--- src/rtl/codeword_buffer_ctrl.sv ---
// Frame buffer controller: loads FRAME_LEN samples into an external memory, then drains them in order.
// Optional feature macro CWB_REPLAY_EN adds a HOLD state where `replay` re-emits the stored frame.
module codeword_buffer_ctrl #(
  parameter int ADDR_W    = 3,
  parameter int DATA_W    = 5,
  parameter int FRAME_LEN = 2**ADDR_W
) (
  input  logic              clk,
  input  logic              rst,
  input  logic              in_valid,
  input  logic [DATA_W-1:0] in_data,
  output logic              in_ready,
  output logic              out_valid,
  output logic [DATA_W-1:0] out_data,
  input  logic              out_ready,
  input  logic              replay,
  output logic              frame_loaded,
  output logic [ADDR_W-1:0] mem_addr,
  output logic              mem_rw,
  output logic              mem_o_en,
  output logic [DATA_W-1:0] mem_wdata,
  input  logic [DATA_W-1:0] mem_rdata,
  output logic [1:0]        dbg_state
);

  // Handshake rule on both streams: a transfer happens in a cycle where valid && ready are both high
  // at the rising edge; once raised, out_valid stays high and out_data stays stable until that transfer.

  typedef enum logic [1:0] {
    S_LOAD  = 2'd0,
    S_DRAIN = 2'd1,
    S_HOLD  = 2'd2
  } state_t;

  localparam logic [ADDR_W:0] LAST = (ADDR_W+1)'(FRAME_LEN - 1);
  localparam logic [ADDR_W:0] FLEN = (ADDR_W+1)'(FRAME_LEN);
  localparam logic [ADDR_W:0] ONE  = (ADDR_W+1)'(1);

  state_t            r_state;
  logic [ADDR_W:0]   r_wr_ptr;
  logic [ADDR_W:0]   r_rd_ptr;
  logic              r_inflight;
  logic [DATA_W-1:0] r_fifo [2];
  logic              r_head;
  logic [1:0]        r_count;
  logic              r_frame_loaded;

  logic       w_in_ready;
  logic       w_replay_go;
  logic       w_wr_fire;
  logic       w_rd_fire;
  logic       w_pop;
  logic       w_push;
  logic       w_last_pop;
  logic       w_wr_slot;
  logic [2:0] w_occ;

  assign w_in_ready = (r_state == S_LOAD) || (r_state == S_HOLD);

`ifdef CWB_REPLAY_EN
  assign w_replay_go = (r_state == S_HOLD) && replay;
`else
  logic w_unused_replay;
  assign w_unused_replay = replay;
  assign w_replay_go     = 1'b0;
`endif

  assign w_wr_fire = in_valid && w_in_ready && !w_replay_go;
  assign w_pop     = (r_count != 2'd0) && out_ready;
  assign w_push    = r_inflight;
  assign w_wr_slot = r_head ^ r_count[0];

  // Slots committed for the cycle after this one: buffered plus in flight, minus what leaves now.
  assign w_occ     = {1'b0, r_count} + {2'b00, r_inflight} - {2'b00, w_pop};
  assign w_rd_fire = (r_state == S_DRAIN) && (r_rd_ptr < FLEN) && (w_occ < 3'd2);

  // The final sample leaves when every read is issued, none is in flight and one is buffered.
  assign w_last_pop = w_pop && (r_rd_ptr == FLEN) && !r_inflight && (r_count == 2'd1);

  assign mem_rw    = w_wr_fire;
  assign mem_o_en  = w_rd_fire;
  assign mem_addr  = w_wr_fire ? r_wr_ptr[ADDR_W-1:0] :
                     w_rd_fire ? r_rd_ptr[ADDR_W-1:0] : '0;
  assign mem_wdata = w_wr_fire ? in_data : '0;

  assign in_ready     = w_in_ready;
  assign out_valid    = (r_count != 2'd0);
  assign out_data     = r_fifo[r_head];
  assign frame_loaded = r_frame_loaded;
  assign dbg_state    = r_state;

  always_ff @(posedge clk or posedge rst) begin
    if (rst) begin
      r_state        <= S_LOAD;
      r_wr_ptr       <= '0;
      r_rd_ptr       <= '0;
      r_inflight     <= 1'b0;
      r_fifo[0]      <= '0;
      r_fifo[1]      <= '0;
      r_head         <= 1'b0;
      r_count        <= 2'd0;
      r_frame_loaded <= 1'b0;
    end else begin
      r_frame_loaded <= 1'b0;
      r_inflight     <= w_rd_fire;
      if (w_push) r_fifo[w_wr_slot] <= mem_rdata;
      if (w_pop) r_head <= ~r_head;
      r_count <= r_count + {1'b0, w_push} - {1'b0, w_pop};
      if (w_rd_fire) r_rd_ptr <= r_rd_ptr + ONE;

      case (r_state)
        S_LOAD: begin
          if (w_wr_fire) begin
            if (r_wr_ptr == LAST) begin
              r_wr_ptr       <= '0;
              r_state        <= S_DRAIN;
              r_frame_loaded <= 1'b1;
            end else begin
              r_wr_ptr <= r_wr_ptr + ONE;
            end
          end
        end
        S_DRAIN: begin
          if (w_last_pop) begin
            r_rd_ptr <= '0;
`ifdef CWB_REPLAY_EN
            r_state  <= S_HOLD;
`else
            r_state  <= S_LOAD;
`endif
          end
        end
        S_HOLD: begin
          if (w_replay_go) begin
            r_rd_ptr <= '0;
            r_state  <= S_DRAIN;
          end else if (w_wr_fire) begin
            r_wr_ptr <= ONE;
            r_state  <= S_LOAD;
          end
        end
        default: r_state <= S_LOAD;
      endcase
    end
  end

endmodule

--- config.mk ---
export PLATFORM = sky130hd
export DESIGN_NAME = codeword_buffer_ctrl
export DESIGN_NICKNAME = d
export VERILOG_FILES = /design/src/rtl/codeword_buffer_ctrl.sv
export SDC_FILE = /design/constraint.sdc
export NUM_CORES = 1
export LEC_CHECK = 0
export CAP_MARGIN = 10
export CORE_MARGIN = 1.5
export CORE_UTILIZATION = 50
export CTS_BUF_LIST = sky130_fd_sc_hd__clkbuf_4
export CTS_CLUSTER_DIAMETER = 200
export DETAILED_ROUTE_END_ITERATION = 10
export PLACE_DENSITY_LB_ADDON = 0.1
export SYNTH_ARGS = -nofsm -noshare
export SYNTH_HDL_FRONTEND = slang
export SYNTH_SLANG_ARGS = --single-unit
export TNS_END_PERCENT = 50
--- constraint.sdc ---
create_clock -name clk -period 4.3 [get_ports clk]
set_input_delay 0.86 -clock clk [delete_from_list [all_inputs] [get_ports clk]]
set_output_delay 0.86 -clock clk [all_outputs]
set_load 0.03 [all_outputs]
==> impl_metrics.json <==
{
  "status": "complete, no violations",
  "dp_hpwl_um": 1679,
  "min_from": "r_fifo[1]$_DFFE_PP0P_",
  "clockBufferDepth": 2,
  "syn_nets": 124,
  "switching_share_pct": 41.96,
  "wire_per_inst_um": 13.40,
  "cts-resized-gates": 0,
  "max-vdd-ir-drop_v": 0.0005268,
  "numCtsBuffers": 3,
  "end_kind": "output pin",
  "gr-total-overflow": 0,
  "crit_start": "out_ready",
  "ys_seq_area_share_pct": 48.29,
  "dpl_cell_area_um2": 1572,
  "grt_util_all_layers_pct": 18.30,
  "drive_gt1_share_pct": 19.57,
  "area_growth_syn_to_layout_pct": 28.47,
  "dp.cells": 162,
  "final_common_cell": "clkdlybuf4s50_1",
  "hold_viol": 0,
  "reg2reg_slack_ns": 2.23,
  "ys_ff_latch": 24,
  "ctsHoldBuffers": 0,
  "grt_setup_unrepaired": "false",
  "setup_viol": 0,
  "synth_cell_type_count": 30,
  "r2r_cells": 8,
  "period_minus_slack_ns": 4.143,
  "power_density_nw_per_um2": 776.8,
  "drv_cap": 0,
  "p_int_mw": 0.7203,
  "tritoncts": "built",
  "io_pins": 35,
  "worstPathArrival_ns": 3.28,
  "grt_start_max_net_pins": 25,
  "htree_levels": 1,
  "clk_pin_slew_ns": 0.12,
  "die-height_um": 52.88,
  "clock_latency_ns": 0.30,
  "routed_via_density": 5.072,
  "pwr-share-seq_pct": 34.4,
  "finalWorstSetupSlack_ns": 0.1565,
  "drc": 0,
  "nNetsFinal": 159,
  "post_cts_buffers": 0,
  "design.core.area_um2": 2276,
  "crit_type": "in -> out",
  "fillers": 177,
  "reg2reg_to": "r_rd_ptr[2]$_DFF_PP0_",
  "dieArea_um2": 2796,
  "syn_area_um2": 1244,
  "p_leak_nw": 0.7335,
  "switchingPower_mw": 0.5208,
  "syn_avg_cell_area_um2": 11.96,
  "fin_area_um2": 1598,
  "initial_core_util_pct": 54.65,
  "die_x_um": 52.88,
  "holdPathEnd": "r_fifo[1]$_DFFE_PP0P_",
  "root_buffer": "clkbuf_4",
  "hold_path.class": "reg -> reg",
  "yosys_warnings": 0,
  "p_total_mw": 1.241,
  "grt_pass1_wl_um": 3732,
  "gp_congestion": 0.8103,
  "num_rows": 17,
  "netlist_instances": 104,
  "firstDrtPassIters": 4,
  "slew_headroom_pct": 38.79,
  "pwr-share-comb_pct": 57.8,
  "fin_crit_sh_pct": 96.36,
  "wirelength_um": 2224,
  "ant_nets": 0,
  "first_iter_violations": 7,
  "fin_setup_tns_ns": 0,
  "grt_pass1_vias": 876,
  "layout.cells.non_filler": 166,
  "hold_depth": 1,
  "place.port_buffers": 32,
  "worst_slew_pin_slew_ns": 0.9172,
  "num_antenna_cells": 0,
  "path_max_fanout": 4,
  "via_count": 842,
  "clkPwrFrac_pct": 7.8,
  "antenna_found_initial": 0,
  "start_kind": "primary input",
  "clock_skew_ns": 0.004434,
  "dpl_worst_slack_ns": 0.1849,
  "r2r-start": "r_count[1]$_DFF_PP0_",
  "max_freq_ghz": 0.2413,
  "cp.required_ns": 3.44,
  "slew_violations": 0,
  "clkSinkCount": 24,
  "final_cell_mix": "clkdlybuf4s50_1 (29), dfrtp_1 (24), mux2_2 (12)"
}
synthesized netlist by cell type (all sizes together):
master / number / area share, %
a21oi: 3 / 1.2
a22o: 3 / 2.1
a31oi: 1 / 0.50
and2: 5 / 2.5
and3: 2 / 1.0
and3b: 2 / 1.4
and4b: 1 / 0.80
buf: 4 / 2.8
conb: 1 / 0.30
dfrtp: 24 / 48
fa: 1 / 1.6
ha: 4 / 4.0
inv: 7 / 2.1
mux2: 17 / 17
mux2i: 1 / 0.80
nand2: 4 / 1.2
nand3: 3 / 1.2
nand3b: 1 / 0.60
nand4: 1 / 0.50
nor2: 5 / 1.5
nor2b: 1 / 0.50
nor4bb: 1 / 0.80
o21ai: 2 / 0.80
or2: 3 / 1.5
xnor2: 5 / 3.5
xor2: 2 / 1.4
power groups by stage:
stage	Clock, mW	Combinational, mW	Sequential [mW]
finish	0.0965	0.718	0.427
CTS	0.100	0.721	0.427
detailed placement	0	0.717	0.431
global placement	0	0.700	0.428
floorplan	0	0.519	0.404
global route	0.110	0.780	0.443
sequential cells by signal, indices dropped and copies added, names as in the netlist:
name / cells
dbg_state: 1
frame_loaded: 1
r_count: 2
r_fifo: 10
r_head: 1
r_inflight: 1
r_rd_ptr: 4
r_wr_ptr: 4
logic make-up (layout without fill, tap and decap cells):
logic type	Yosys count	count (layout)	synth area share, %
xor gates and xnor gates	7	7	4.930
muxes	18	18	17.71
buffers and inverters	11	45	4.930
AOI/OAI and AO/OA	9	9	4.628
other	1	1	0.3015
and+or+nand+nor	29	29	13.58
DFF	24	24	48.29
adders and majority gates	5	5	5.634
per-stage QoR:
stage	util, %	hold slack [ns]
finish	70.20	0.5190
global route	70.20	0.5418
CTS	70.20	0.5201
detailed placement	69.05	0.4901
global placement	69.05	0.4814
floorplan	-	0.4737
final cells by class:
type | count | area [um^2] | area share (%)
repair buffers | 34 | 327.8 | 20.52
flip-flops and latches | 24 | 600.6 | 37.59
clock inverters | 1 | 3.754 | 0.2349
inverters | 7 | 26.28 | 1.644
multi-input cells | 69 | 581.8 | 36.41
clock buffers | 3 | 22.52 | 1.410
well taps | 28 | 35.03 | 2.193
worst max-delay path: stages:
cell and delay [ns]:
clkdlybuf4s50_1 0.51, nand2_1 0.08, mux2i_1 0.14, ha_1 0.16, inv_1 0.05, fa_1 0.52
nand3b_1 0.12, nor2_1 0.15, clkdlybuf4s50_1 0.69
per-layer routing:
layer	vias up	part of all wire (%)	global-route usage (%)
met5	-	0	0
met4	0	0.94	6.838
met3	4	6.0	4.237
met2	28	46	30.63
met1	392	47	22.89
li1	418	-	-
worst max path at each step:
stage	depth (start not counted)	slack, ns	endpoint
final	9	0.16	mem_o_en
after global routing	9	0.01	mem_o_en
after global placement	9	0.18	mem_o_en
after CTS	9	0.16	mem_o_en
after floorplan	8	0.66	mem_addr[0]
after detailed placement	9	0.18	mem_o_en
Note: power is estimated with default switching activity, not from simulation.
